## src/rtl/dff_chain_sequencer_pkg.sv

```systemverilog
// Shared definitions for the DFF chain sequencer: default sizing and FSM states.
package dff_seq_defs;

   localparam int unsigned DEFAULT_WIDTH = 8;
   localparam int unsigned DEFAULT_DEPTH = 2;

   typedef enum logic [1:0] {
      IDLE  = 2'd0,
      SHIFT = 2'd1,
      DONE  = 2'd2
   } state_t;

endpackage

```

## src/rtl/dff_chain_sequencer_if.sv

```systemverilog
// Handshake and serial-chain signals between the sequencer (slave) and its environment (master).
interface dff_chain_sequencer_if #(
   parameter int unsigned WIDTH = dff_seq_defs::DEFAULT_WIDTH
);

   logic             start;
   logic [WIDTH-1:0] din;
   logic             abort;
   logic             q_in;
   logic             ready;
   logic             busy;
   logic             D;
   logic             shift_en;
   logic [WIDTH-1:0] dout;
   logic             done;

   modport master (
      output start, din, abort, q_in,
      input  ready, busy, D, shift_en, dout, done
   );

   modport slave (
      input  start, din, abort, q_in,
      output ready, busy, D, shift_en, dout, done
   );

endinterface

```

## src/rtl/dff_chain_sequencer_piso_sipo_reg.sv

```systemverilog
// Transmit PISO and receive SIPO shift registers for the chain sequencer.
module piso_sipo_reg #(
   parameter int unsigned WIDTH = 8
) (
   input  logic             clk,
   input  logic             rst_n,
   input  logic             i_load,
   input  logic [WIDTH-1:0] i_din,
   input  logic             i_tx_shift,
   input  logic             i_rx_shift,
   input  logic             i_q,
   output logic             o_tx_next,
   output logic [WIDTH-2:0] o_rx
);

   localparam int unsigned RXW = WIDTH - 1;

   logic [WIDTH-1:0] r_tx;
   logic [RXW-1:0]   r_rx;

   // rx keeps only WIDTH-1 bits: the final capture goes straight into dout
   always_ff @(posedge clk) begin
      if (!rst_n) begin
         r_tx <= '0;
         r_rx <= '0;
      end else if (i_load) begin
         r_tx <= i_din;
         r_rx <= '0;
      end else begin
         if (i_tx_shift) r_tx <= r_tx << 1;
         if (i_rx_shift) r_rx <= (r_rx << 1) | RXW'(i_q);
      end
   end

   assign o_tx_next = r_tx[WIDTH-2];
   assign o_rx      = r_rx;

endmodule

```

## src/rtl/dff_chain_sequencer.sv

```systemverilog
// Sequencer that shifts a word MSB-first through an external DFF chain and recaptures it.
module dff_chain_sequencer
   import dff_seq_defs::*;
#(
   parameter int unsigned WIDTH = DEFAULT_WIDTH,
   parameter int unsigned DEPTH = DEFAULT_DEPTH
) (
   input logic                  clk,
   input logic                  rst_n,
   dff_chain_sequencer_if.slave bus
);

   localparam int unsigned LAST  = WIDTH + DEPTH - 1;
   localparam int unsigned CNT_W = $clog2(WIDTH + DEPTH + 1);

   state_t           r_state;
   logic [CNT_W-1:0] r_cnt;
   logic             r_D;
   logic             r_shift_en;
   logic             r_done;
   logic [WIDTH-1:0] r_dout;

   logic             w_load;
   logic             w_in_shift;
   logic             w_rx_shift;
   logic             w_tx_next;
   logic [WIDTH-2:0] w_rx;

   assign w_load     = (r_state == IDLE) && bus.start && !bus.abort;
   assign w_in_shift = (r_state == SHIFT) && !bus.abort;
   assign w_rx_shift = w_in_shift && (r_cnt >= CNT_W'(DEPTH));

   piso_sipo_reg #(.WIDTH(WIDTH)) u_regs (
      .clk        (clk),
      .rst_n      (rst_n),
      .i_load     (w_load),
      .i_din      (bus.din),
      .i_tx_shift (w_in_shift),
      .i_rx_shift (w_rx_shift),
      .i_q        (bus.q_in),
      .o_tx_next  (w_tx_next),
      .o_rx       (w_rx)
   );

   // D is registered, so each edge loads the bit for the following cycle;
   // the MSB is taken from din directly on the accepting edge.
   always_ff @(posedge clk) begin
      if (!rst_n) begin
         r_state    <= IDLE;
         r_cnt      <= '0;
         r_D        <= 1'b0;
         r_shift_en <= 1'b0;
         r_done     <= 1'b0;
         r_dout     <= '0;
      end else begin
         unique case (r_state)
            IDLE: begin
               r_done <= 1'b0;
               if (w_load) begin
                  r_state    <= SHIFT;
                  r_cnt      <= '0;
                  r_D        <= bus.din[WIDTH-1];
                  r_shift_en <= 1'b1;
               end
            end
            SHIFT: begin
               if (bus.abort) begin
                  r_state    <= IDLE;
                  r_shift_en <= 1'b0;
                  r_D        <= 1'b0;
               end else if (r_cnt == CNT_W'(LAST)) begin
                  r_state    <= DONE;
                  r_shift_en <= 1'b0;
                  r_D        <= 1'b0;
                  r_done     <= 1'b1;
                  r_dout     <= {w_rx, bus.q_in};
               end else begin
                  r_cnt <= r_cnt + 1'b1;
                  r_D   <= w_tx_next;
               end
            end
            DONE: begin
               r_done  <= 1'b0;
               r_state <= IDLE;
            end
            default: r_state <= IDLE;
         endcase
      end
   end

   assign bus.ready    = (r_state == IDLE);
   assign bus.busy     = (r_state == SHIFT);
   assign bus.D        = r_D;
   assign bus.shift_en = r_shift_en;
   assign bus.done     = r_done;
   assign bus.dout     = r_dout;

endmodule
```

## src/flat_wrapper.sv

```systemverilog
// flat-port wrapper written by rule: the top's interface ports become plain ports
module dff_chain_sequencer_flat import dff_seq_defs::*;
#(
   parameter int unsigned WIDTH = DEFAULT_WIDTH,
   parameter int unsigned DEPTH = DEFAULT_DEPTH
)
  (clk, rst_n, bus_start, bus_din, bus_abort, bus_q_in, bus_ready, bus_busy, bus_D, bus_shift_en, bus_dout, bus_done);
  dff_chain_sequencer_if #(.WIDTH(WIDTH)) bus_i ();
  input logic clk;
  input logic rst_n;
  input wire logic [$bits(bus_i.start)-1:0] bus_start;
  input wire logic [$bits(bus_i.din)-1:0] bus_din;
  input wire logic [$bits(bus_i.abort)-1:0] bus_abort;
  input wire logic [$bits(bus_i.q_in)-1:0] bus_q_in;
  output wire logic [$bits(bus_i.ready)-1:0] bus_ready;
  output wire logic [$bits(bus_i.busy)-1:0] bus_busy;
  output wire logic [$bits(bus_i.D)-1:0] bus_D;
  output wire logic [$bits(bus_i.shift_en)-1:0] bus_shift_en;
  output wire logic [$bits(bus_i.dout)-1:0] bus_dout;
  output wire logic [$bits(bus_i.done)-1:0] bus_done;
  assign bus_i.start = bus_start;
  assign bus_i.din = bus_din;
  assign bus_i.abort = bus_abort;
  assign bus_i.q_in = bus_q_in;
  assign bus_ready = bus_i.ready;
  assign bus_busy = bus_i.busy;
  assign bus_D = bus_i.D;
  assign bus_shift_en = bus_i.shift_en;
  assign bus_dout = bus_i.dout;
  assign bus_done = bus_i.done;
  dff_chain_sequencer #(.WIDTH(WIDTH), .DEPTH(DEPTH)) u_core (.clk(clk), .rst_n(rst_n), .bus(bus_i));
endmodule
```

## config.mk

```make
export PLATFORM = sky130hd
export DESIGN_NAME = dff_chain_sequencer_flat
export DESIGN_NICKNAME = d
export VERILOG_FILES = /design/src/rtl/dff_chain_sequencer_pkg.sv /design/src/rtl/dff_chain_sequencer_if.sv /design/src/rtl/dff_chain_sequencer_piso_sipo_reg.sv /design/src/rtl/dff_chain_sequencer.sv /design/src/flat_wrapper.sv
export SDC_FILE = /design/constraint.sdc
export NUM_CORES = 1
export LEC_CHECK = 0
export CAP_MARGIN = 20
export CORE_ASPECT_RATIO = 0.7
export CORE_UTILIZATION = 40
export CTS_BUF_LIST = sky130_fd_sc_hd__clkbuf_8
export CTS_CLUSTER_SIZE = 16
export DETAILED_ROUTE_END_ITERATION = 8
export REMOVE_ABC_BUFFERS = 1
export SLEW_MARGIN = 0
export SYNTH_ARGS = -nofsm -noshare
export SYNTH_HDL_FRONTEND = slang
export SYNTH_SLANG_ARGS = --single-unit
```

## constraint.sdc

```tcl
create_clock -name clk -period 2.1 [get_ports clk]
set_input_delay 0.42 -clock clk [delete_from_list [all_inputs] [get_ports clk]]
set_output_delay 0.42 -clock clk [all_outputs]
set_load 0.02 [all_outputs]
```

Word-level counts from Yosys, hierarchy flattened

Index checks and enable logic that the tools add are counted.

Register bits after elaboration: 31
Logic and storage cells: 59

Mux-type cells: 21
Magnitude comparators: 1
Bitwise operators: 3
Eq/ne operators: 8
Reduce and logical (&&, ||, !) cells: 17
Add/subtract/negate cells: 1

Operators with widths:

| operator            | count |
|---|---|
| $mux 7              | 2 |
| $mux 4              | 3 |
| $reduce_and 3->1    | 3 |
| $mux 1              | 8 |
| $pmux 4 s2          | 1 |
| $or 7x1->7          | 1 |
| $mux 2              | 3 |
| $pmux 1 s2          | 3 |
| $reduce_bool 2->1   | 3 |
| $add 4x1->4 const B | 1 |
| $eq 4x4->1 const B  | 1 |
| $ge 4x2->1 const B  | 1 |
| $logic_and 1x1->1   | 4 |
| $ne 2x1->1 const B  | 2 |
| $ne 2x2->1 const B  | 2 |
| $pmux 2 s2          | 1 |
| $reduce_and 2->1    | 2 |
| $reduce_and 4->1    | 1 |
| $reduce_or 2->1     | 2 |
| $ne 3x2->1 const B  | 1 |
| $eq 2x1->1 const B  | 1 |
| $eq 2x2->1 const B  | 1 |
| $logic_not 2->1     | 1 |
| $not 1->1           | 2 |
| $logic_not 1->1     | 1 |

Depth between registers and ports, before layout

Gate-level depths: netlist of run 1.

Word-level depth: 5
Depth in mapped cells: 6
Depth with buffers taken out: 5

Hierarchy

From an unflattened synthesis of run 1, not the netlist that was laid out.

Cells, all modules: 145
Area, all modules: 1385.1 um2

Modules (own cells, without submodules):

| module              | area each (um2) | seq. area each (um2) | cells an instance | instances |
|---|---|---|---|---|
| dff_chain_sequencer | 773.2           | 340.3                | 92                | 1 |
| piso_sipo_reg       | 611.8           | 280.3                | 53                | 1 |

Worst setup path before layout of run 1

No wires, ideal clock.

Path kind: register to register
From: reg u_core.r_cnt[0]
To: reg u_core.u_regs.r_rx[0], in the netlist u_core.u_regs.o_rx[0]
Arrival: 1.329 ns
Period minus slack after synthesis: 1.452 ns
Slack: 0.648 ns
Data required time: 1.977 ns
Library setup time: 0.123 ns
Stages on the path, launching flop included: 7
Path through: dfxtp_1 > inv_1 > ha_1 > or4_1 > clkbuf_1 > nand3_1 > a21oi_1

Cells in the longest elaborated chain, start to end: 2

RTL lines:

| element                  | line                                    | text |
|---|---|---|
| start: declaration       | dff_chain_sequencer.sv:17               | `logic [CNT_W-1:0] r_cnt;` |
| start signal: assignment | dff_chain_sequencer.sv:78               | `r_cnt <= r_cnt + 1'b1;` |
| $ge 4x2->1               | dff_chain_sequencer.sv:31               | `assign w_rx_shift = w_in_shift && (r_cnt >= CNT_W'(DEPTH));` |
| $logic_and 1x1->1        | dff_chain_sequencer.sv:31               |  |
| end signal: assignment   | dff_chain_sequencer_piso_sipo_reg.sv:31 | `if (i_rx_shift) r_rx <= (r_rx << 1) \| RXW'(i_q);` |
| end: declaration         | dff_chain_sequencer_piso_sipo_reg.sv:19 | `logic [RXW-1:0] r_rx;` |

No other way between the ends.
A chain may end at the register's enable or synchronous reset.

Worst setup path in the final report of run 1

From: reg u_core.r_state[1]
To: out bus_busy

Cells in the longest elaborated chain, start to end: 1

RTL lines:

| element                  | line                      | text |
|---|---|---|
| start: declaration       | dff_chain_sequencer.sv:16 | `state_t r_state;` |
| start signal: assignment | dff_chain_sequencer.sv:49 | `r_state <= IDLE;` |
| start signal: assignment | dff_chain_sequencer.sv:60 | `r_state <= SHIFT;` |
| start signal: assignment | dff_chain_sequencer.sv:68 | `r_state <= IDLE;` |
| $eq 2x1->1               | dff_chain_sequencer.sv:92 | `assign bus.busy = (r_state == SHIFT);` |
| end: declaration         | flat_wrapper.sv:16        | `output wire logic [$bits(bus_i.busy)-1:0] bus_busy;` |

No other way between the ends.

==> flow_metrics.tcl, run 1 <==
set metrics [dict create \
    start_kind "flop" \
    synth_top_area_cell "dfxtp_1" \
    synth_commonest_cells "31 x dfxtp_1, 23 x a21oi_1, 21 x nand3_1, 13 x o21ai_1, 8 x nand2_1" \
    setup_violations 0 \
    core_sq_um 3297 \
    ant_nets 0 \
    io_buffers 25 \
    cts_max_path_buffers 2 \
    drt_iter0_drc 112 \
    crit_type "flop to output pin" \
    seq_area_sq_um 621.8 \
    drc 0 \
    min_period_over_period 0.9232 \
    cts_tree "built" \
    max_cap_violations 0 \
    ys_seq_elements 31 \
    slew_headroom 0.6288 \
    grt_max_degree 17 \
    fill_cells 313 \
    ctsRootBufferMaster "clkbuf_8" \
    synth-edff-count 0 \
    max_freq_mhz 515.8 \
    synth_top_area_frac 0.4313 \
    nNetsFinal 203 \
    yosysWarnings 0 \
    dp_hpwl_um 2272 \
    finalWeightedCongestion 0.8059 \
    rows 17 \
    drt_first_pass_iters 5 \
    synth_flop_cell "dfxtp_1" \
    routed_wl_um 3313 \
    syn-instance-count 157 \
    end_kind "output pin" \
    cp_num_buf_inv 1 \
    fin_tns_setup_ps 0 \
    totalPowerFinal_mw 1.155 \
    vdd_drop_max_mv 0.3518 \
    synth_area_per_cell_sq_um 9.165 \
    status "completed" \
    gr-total-overflow 0 \
    power_density_nw_per_um2 643.9 \
    cp_data_required_time_ps 1680 \
    cts-buffers-inserted 5 \
    fin_skew_ps 8.151 \
    fp.dieH_um 52.18 \
    ys_seq_area_frac 0.4313 \
    diodes 0 \
    multi_input_area_sq_um 689.4 \
    fin_util 0.5442 \
    syn-cell-area_sq_um 1439 \
    async_reset_ff_frac 0 \
    power.leakage_nw 0.6187 \
    post-cts-setup-buffers 0 \
    synth_cell_types 42 \
    synth.area.top_cells "dfxtp_1 43%, a21oi_1 8.0%, nand3_1 7.3%" \
    die_w_um 73.69 \
    hp-class "flop to flop" \
    grt_util_all_layers 0.1982 \
    arrival_ps 1520 \
    path_delay_family "buffers and inverters" \
    crit_path_max_incr_delay_ps 620 \
    clock_latency_ps 280 \
    grt_pass1_vias 1189 \
    grt_pass1_wl_um 5637 \
    tightestPinTransition_ps 556.7 \
    drive_gt1_frac 0.1344 \
    period_minus_slack_ps 1939 \
    cts_num_sinks 31 \
    clk_pin_slew_ps 60 \
    wire_per_inst_um 14.22 \
    htree_levels 2 \
    hold_violations 0 \
    rsz0062_at_grt "no" \
    crit_slowest_cell "clkdlybuf4s50_1" \
    syn_to_final_growth_pct 24.70 \
    critPathMaxFanout 8 \
    vias 1306 \
    drv_slew 0 \
    dieArea_sq_um 3845 \
    antenna_found_initial 0 \
    floorplan.initialDensity 0.4364 \
    cp_cell_sequence "nor2b_1 > clkdlybuf4s50_1" \
    via_per_inst 5.605 \
    io_pins 26 \
    synth_most_common_cell "dfxtp_1" \
]
placed cells by master (no fill, tap or decap), types with 2 or more instances in the layout:
| master | n |
|---|---|
| ha_1 | 3 |
| a31oi_1 | 3 |
| nor2_1 | 2 |
| clkdlybuf4s50_1 | 25 |
| inv_1 | 5 |
| dfxtp_1 | 30 |
| o21ai_0 | 4 |
| nand2_1 | 8 |
| clkbuf_8 | 5 |
| a21oi_1 | 23 |
| nand3_1 | 21 |
| a22oi_1 | 4 |
| buf_4 | 11 |
| o21ai_1 | 13 |
| nand3b_1 | 3 |
worst register-to-register path, delay by kind of cell (launching register included):
| family | cells | cell delay (ps) |
|---|---|---|
| flip-flops | 1 | 480 |
| AND/OR/NAND/NOR | 1 | 350 |
| AO/OA/AOI/OAI | 1 | 250 |
| multiplexers | 1 | 210 |
| adder cells (fa/ha/maj) | 1 | 200 |
| buffers and inverters | 1 | 80 |
cell families after synthesis:
family | share of synthesized area
AO/OA/AOI/OAI | 0.2278
adder cells (fa/ha/maj) | 0.02609
buffers and inverters | 0.08956
flip-flops | 0.4313
multiplexers | 0.006957
AND/OR/NAND/NOR | 0.2183
path summary, 6_finish.rpt:
check,cells after the start,startpoint,slack [ps],endpoint
worst min-delay path,2,u_core.u_regs.r_tx[0]$_SDFFE_PN0P_,460,u_core.u_regs.r_tx[0]$_SDFFE_PN0P_
worst max-delay path,2,u_core.r_state[1]$_SDFFE_PN0P_,160,bus_busy
worst min register to register,2,u_core.u_regs.r_tx[0]$_SDFFE_PN0P_,460,u_core.u_regs.r_tx[0]$_SDFFE_PN0P_
worst max register to register,5,u_core.r_cnt[1]$_SDFFE_PN0P_,470,u_core.r_cnt[1]$_SDFFE_PN0P_
repair_timing:
action / in CTS / in global routing
hold buffers: 0 / 0
setup endpoints to repair: 0 / 1
resized for setup: 0 / 1
area by class of cell:
cell class	count	area share
multi-input combinational	108	0.3842
clock buffer	5	0.03835
clock inverter	1	0.002092
timing repair buffer	36	0.1855
tap	47	0.03278
sequential	31	0.3466
inverter	5	0.01046
registers in the layout, summed over array words and instances, names as in the netlist:
name and cells:
u_core.r_cnt 4, u_core.u_regs.o_rx 7, u_core.bus.shift_en 1, u_core.r_state 2, u_core.bus.D 1, u_core.bus.done 1
u_core.u_regs.r_tx 7, u_core.bus.dout 8
power by group:
group	switching (mW)	internal (mW)
clock network	0.210	0.216
logic	0.0595	0.0602
registers	0.00878	0.601
routing by layer:
layer,vias to the layer above,global-route usage,part of all wire
met5,-,0,0
met4,0,0.07051,0.0048
met3,4,0.05769,0.069
met2,46,0.2844,0.41
met1,628,0.2808,0.51
li1,628,-,-
stage by stage:
step	hold WS (ps)	worst slack, ps	instances	cell area [sq um]
after floorplan	442.3	512.9	144	1329
after global placement	456.6	165.7	227	1720
after detailed placement	459.7	145.7	227	1720
after CTS	468.1	74.63	233	1793
after global routing	489.2	89.86	233	1794
final	464.8	161.2	233	1794
Power figures use the tool's default switching activity.
==> inputs of run 2 (changes only) <==
--- a/config.mk
+++ b/config.mk
@@ -5,8 +5,8 @@
 export SDC_FILE = /design/constraint.sdc
 export NUM_CORES = 1
 export LEC_CHECK = 0
+export ABC_AREA = 1
 export CAP_MARGIN = 20
-export CORE_ASPECT_RATIO = 0.7
 export CORE_UTILIZATION = 40
 export CTS_BUF_LIST = sky130_fd_sc_hd__clkbuf_8
 export CTS_CLUSTER_SIZE = 16
==> run 2 against run 1 <==
  * Largest power group unchanged
  * Non-clock buffer count decreased by 7
  * Core utilization is 2.0 points higher
  * Routed wire length decreased by 6.5%
  * Combinational power is 12% higher
  * Worst setup slack got worse by 54 ps
  * Final cell count increased by 12%
  * Clock skew is 5.8 ps lower
  * Sequential power rose by 0.7%
  * Power is 8.2% higher
  * Die area down 4.0%
  * Global-route usage hardly changed
==> flow_metrics.tcl, run 2 <==
set metrics [dict create \
    status "completed" \
    tightestPinTransition_ps 507.1 \
    period_minus_slack_ps 1993 \
    gr-total-overflow 0 \
    fin_tns_setup_ps 0 \
    yosys.area_share.simple 0.3137 \
    clk_pin_slew_ps 60 \
    cts_max_path_buffers 2 \
    synth_cell_types 26 \
    place.detailed.instances 253 \
    instances_no_fill 261 \
    max_cap_violations 0 \
    io_pins 26 \
    ant_nets 0 \
    synth-edff-count 0 \
    ys_seq_area_frac 0.4497 \
    hold_violations 0 \
    grt_pass1_vias 1202 \
    grt_max_degree 18 \
    drive_gt1_frac 0.1106 \
    synth_area_per_cell_sq_um 7.460 \
    fin_util 0.5643 \
    antenna_found_initial 0 \
    core_sq_um 3153 \
    ctsRootBufferMaster "clkbuf_8" \
    max_freq_mhz 501.7 \
    cp_data_required_time_ps 1680 \
    vias 1273 \
    yosys.area_share.adder 0.02720 \
    clock_latency_ps 280 \
    cts_num_sinks 31 \
    yosys-mux-area-fraction 0 \
    power_density_nw_per_um2 702.4 \
    dp_hpwl_um 2275 \
    via_per_inst 4.877 \
    vdd_drop_max_mv 0.4724 \
    ys_seq_elements 31 \
    fin_skew_ps 2.340 \
    cts-buffers-inserted 5 \
    hp-class "flop to flop" \
    floorplan.initialDensity 0.4377 \
    synth_flop_cell "dfxtp_1" \
    cts_tree "built" \
    final_common_cell "nor2_1" \
    drt_iter0_drc 81 \
    post_cts_resized 0 \
    htree_levels 2 \
    grt_util_all_layers 0.1983 \
    finalWeightedCongestion 0.7783 \
    synth_top_area_frac 0.4497 \
    synth_compound_area_frac 0.1306 \
    yosysWarnings 0 \
    drc 0 \
    routed_wl_um 3097 \
    diodes 0 \
    fp.dieH_um 60.74 \
    largest_register_ffs 8 \
    syn-cell-area_sq_um 1380 \
    hold_buffers 0 \
    setup_violations 0 \
    synth_xor_area_frac 0.006346 \
    syn_to_final_growth_pct 28.92 \
    post-cts-setup-buffers 0 \
    synth_most_common_cell "nor2_1" \
    final_cell_mix "34 x nor2_1, 31 x dfxtp_1, 30 x nand2_1" \
    critPathMaxFanout 6 \
    synth_top_family_by_area "simple AND/OR/NAND/NOR gates" \
    power.leakage_nw 0.7994 \
    crit_type "flop to output pin" \
    syn-instance-count 185 \
    min_period_over_period 0.9491 \
    start_kind "flop" \
    slew_headroom 0.6597 \
    grt_pass1_wl_um 5257 \
    dieArea_sq_um 3689 \
    rows 20 \
    synth_top_area_cell "dfxtp_1" \
    synth_commonest_cells "34 x nor2_1, 31 x dfxtp_1, 30 x nand2_1, 18 x o21ai_0, 17 x nand3_1" \
    io_buffers 25 \
    rsz0062_at_grt "no" \
    async_reset_ff_frac 0 \
    drv_slew 0 \
    die_w_um 60.74 \
    end_kind "output pin" \
    wire_per_inst_um 11.87 \
    totalPowerFinal_mw 1.250 \
    drt_first_pass_iters 4 \
    nNetsFinal 232 \
    synth.area.top_cells "dfxtp_1 45%, nor2_1 9.2%, nand2_1 8.2%" \
    arrival_ps 1570 \
]
[run 2: cell count changes after synthesis, sizes merged, moves of 3 or more]
cell / before / now
nor2: 2 / 37
nand2: 8 / 34
inv: 4 / 17
a21oi: 23 / 15
buf: 9 / 4
a22oi: 4 / 0
clkbuf: 4 / 1
nand3: 21 / 18
[run 2: layout make-up]
type | instances | area (sq um)
clock buffers | 7 | 96.34
inverters | 17 | 63.81
multi-input cells | 132 | 659.4
flip-flops and latches | 31 | 620.6
well taps | 44 | 55.05
clock inverters | 1 | 3.754
repair buffers | 29 | 280.3
fillers | 337 | 1374
[run 2: final timing paths]
kind | end | slack, ps | cells past startpoint | start
worst min-delay path | u_core.u_regs.r_tx[0]$_SDFFE_PN0P_ | 470 | 2 | u_core.u_regs.r_tx[0]$_SDFFE_PN0P_
worst max register to register | u_core.u_regs.o_rx[5]$_SDFFE_PP0P_ | 560 | 7 | u_core.r_cnt[0]$_SDFFE_PN0P_
worst min register to register | u_core.u_regs.r_tx[0]$_SDFFE_PN0P_ | 470 | 2 | u_core.u_regs.r_tx[0]$_SDFFE_PN0P_
worst max-delay path | bus_busy | 110 | 3 | u_core.r_state[0]$_SDFFE_PN0P_
[run 2: worst max-delay path, cell delays in order, from the launching register on]
cell             delay, ps
dfxtp_1                400
nand2_2                150
inv_1                  130
clkdlybuf4s50_1        610
[run 2: per-layer routing]
metal / GRT usage / wire length [um]
met5: 0 / 0
met4: 0.07792 / 46
met3: 0.05970 / 181
met2: 0.2951 / 1376
met1: 0.2697 / 1491
[run 2: logic make-up after synthesis]
family | Yosys count
fa+ha+maj | 3
buf+inv | 22
simple gates | 93
xor+xnor | 1
flops | 31
compound gates | 35
[run 2: through the flow]
step	cell area, sq um	setup WS, ps	hold WS [ps]
floorplan	1344	676.9	438.5
global route	1779	31.07	485.0
finish	1779	106.8	469.8
CTS	1779	86.32	471.9
global placement	1679	302.4	451.7
detailed placement	1679	292.3	461.3
[run 2: where the power goes]
group / internal (mW) / leakage, nW / switching (mW)
Clock: 0.294 / 0.0557 / 0.208
Combinational: 0.0587 / 0.492 / 0.0750
Sequential: 0.603 / 0.251 / 0.0111
==> inputs of run 3 (changes only) <==
--- a/config.mk
+++ b/config.mk
@@ -11,6 +11,8 @@
 export CTS_BUF_LIST = sky130_fd_sc_hd__clkbuf_8
 export CTS_CLUSTER_SIZE = 16
 export DETAILED_ROUTE_END_ITERATION = 8
+export HOLD_SLACK_MARGIN = 0.1
+export PLACE_DENSITY_LB_ADDON = 0.08
 export REMOVE_ABC_BUFFERS = 1
 export SLEW_MARGIN = 0
 export SYNTH_ARGS = -nofsm -noshare
==> run 3 against run 2 <==
  * Global-route usage is 0.86 points lower
  * Clock-buffer cell count is 1 lower
  * Highest routed layer unchanged
  * Sequential cell count unchanged
==> flow_metrics.tcl, run 3 (synthesized netlist as in run 2, its figures left out) <==
set metrics [dict create \
    htree_levels 2 \
    drv_slew 0 \
    rsz0062_at_grt "no" \
    power.leakage_nw 0.8001 \
    wire_per_inst_um 11.77 \
    arrival_ps 1610 \
    crit-reg2reg-capture "u_core.u_regs.o_rx[3]$_SDFFE_PP0P_" \
    largest_register_ffs 8 \
    cts_max_path_buffers 2 \
    io_buffers 25 \
    grt_pass1_wl_um 5071 \
    clock_latency_ps 280 \
    placed_cell_area_sq_um 1672 \
    final_common_cell "nor2_1" \
    p_comb_frac 0.100 \
    min_period_over_period 0.9657 \
    grt_max_degree 18 \
    gr-total-overflow 0 \
    post_cts_resized 0 \
    crit_type "flop to output pin" \
    vias 1265 \
    cts_tree "built" \
    period_minus_slack_ps 2028 \
    ctsRootBufferMaster "clkbuf_8" \
    vdd_drop_max_mv 0.4280 \
    drive_gt1_frac 0.1111 \
    status "completed" \
    crit_start "u_core.r_state[0]$_SDFFE_PN0P_" \
    reg2reg_slack_ps 560 \
    hp-class "flop to flop" \
    die_w_um 60.74 \
    clk_pin_slew_ps 70 \
    slew_headroom 0.6396 \
    hold_buffers 0 \
    critPathMaxFanout 6 \
    end_kind "output pin" \
    drt_iter0_drc 107 \
    routed_wl_um 3059 \
    tightestPinTransition_ps 537.0 \
    cts_num_sinks 31 \
    pre_cts_slack_ps 248.0 \
    hold_violations 0 \
    dp_hpwl_um 2123 \
    fp.dieH_um 60.74 \
    reg2reg_depth 7 \
    max_cap_violations 0 \
    fin_ws_ps 72.07 \
    p_clk_frac 0.443 \
    diodes 0 \
    drt_first_pass_iters 4 \
    grt_pass1_vias 1133 \
    instances_no_fill 260 \
    cp_data_required_time_ps 1680 \
    io_pins 26 \
    post-cts-setup-buffers 0 \
    antenna_found_initial 0 \
    final_cell_mix "34 x nor2_1, 31 x dfxtp_1, 30 x nand2_1" \
    final_area_sq_um 1789 \
    rows 20 \
    start_kind "flop" \
    reg2reg_from "u_core.r_cnt[0]$_SDFFE_PN0P_" \
    dieArea_sq_um 3689 \
    drc 0 \
    sequentialPowerShare 0.458 \
    crit_end "bus_busy" \
    cts-buffers-inserted 5 \
    p_int_mw 1.044 \
    fin_tns_setup_ps 0 \
    floorplan.initialDensity 0.4377 \
    setup_violations 0 \
    grt_util_all_layers 0.1897 \
    fin_skew_ps 10.20 \
    nNetsFinal 231 \
    core_sq_um 3153 \
    via_per_inst 4.865 \
    sw_frac_of_total 0.2216 \
    power_density_nw_per_um2 749.5 \
    ant_nets 0 \
    place.detailed.instances 252 \
    finalWeightedCongestion 0.7436 \
    p_sw_uw 297.2 \
    totalPowerFinal_mw 1.341 \
    max_freq_mhz 493.1 \
    syn_to_final_growth_pct 29.65 \
    holdPathStages 2 \
]
## run 3: cell types whose count changed in the layout (fill, tap and decap cells not counted), sizes merged
cell    change
clkbuf      -1
buf         -1
bufinv      +1
clkinv      +1
inv         -1
## run 3: metrics by stage
step           hold WS (ps)  utilization
5_1_grt               495.6       0.5675
2_1_floorplan         438.5            -
3_5_place_dp          457.7       0.5302
6_report              469.7       0.5675
3_3_place_gp          455.0       0.5302
4_1_cts               472.6       0.5675
## run 3: critical path, stage by stage (launching register included)
cell and delay, ps:
dfxtp_1 420, nand2_2 150, inv_1 150, clkdlybuf4s50_1 620
## run 3: layout make-up
type	count	area (sq um)
clock buffers	6	82.58
clock inverters	2	35.03
fillers	313	1364
inverters	17	63.81
multi-input cells	132	659.4
flip-flops and latches	31	620.6
well taps	44	55.05
repair buffers	28	272.8
## run 3: layer usage
layer	part of all wire	global-route usage	vias up	routed length, um
met5	0	0	-	0
met4	0.0085	0.06818	0	26
met3	0.061	0.05757	4	188
met2	0.46	0.3155	39	1392
met1	0.47	0.2328	563	1452
li1	-	-	659	-
## run 3: worst min path at each step
stage | from | endpoint
finish | u_core.u_regs.r_tx[0]$_SDFFE_PN0P_ | u_core.u_regs.r_tx[0]$_SDFFE_PN0P_
global route | u_core.u_regs.r_tx[0]$_SDFFE_PN0P_ | u_core.u_regs.r_tx[0]$_SDFFE_PN0P_
CTS | u_core.u_regs.r_tx[0]$_SDFFE_PN0P_ | u_core.u_regs.r_tx[0]$_SDFFE_PN0P_
detailed placement | u_core.u_regs.r_tx[0]$_SDFFE_PN0P_ | u_core.u_regs.r_tx[0]$_SDFFE_PN0P_
global placement | u_core.u_regs.r_tx[0]$_SDFFE_PN0P_ | u_core.u_regs.r_tx[0]$_SDFFE_PN0P_
floorplan | u_core.u_regs.r_tx[6]$_SDFFE_PN0P_ | u_core.bus.D$_SDFFE_PN0P_
## run 3: power groups by stage
stage          clock network (mW)  registers [mW]  logic, mW
3_3_place_gp                    0           0.626      0.131
5_1_grt                     0.638           0.615      0.148
6_report                    0.594           0.614      0.133
2_1_floorplan                   0           0.629     0.0694
3_5_place_dp                    0           0.627      0.133
4_1_cts                     0.608           0.614      0.133
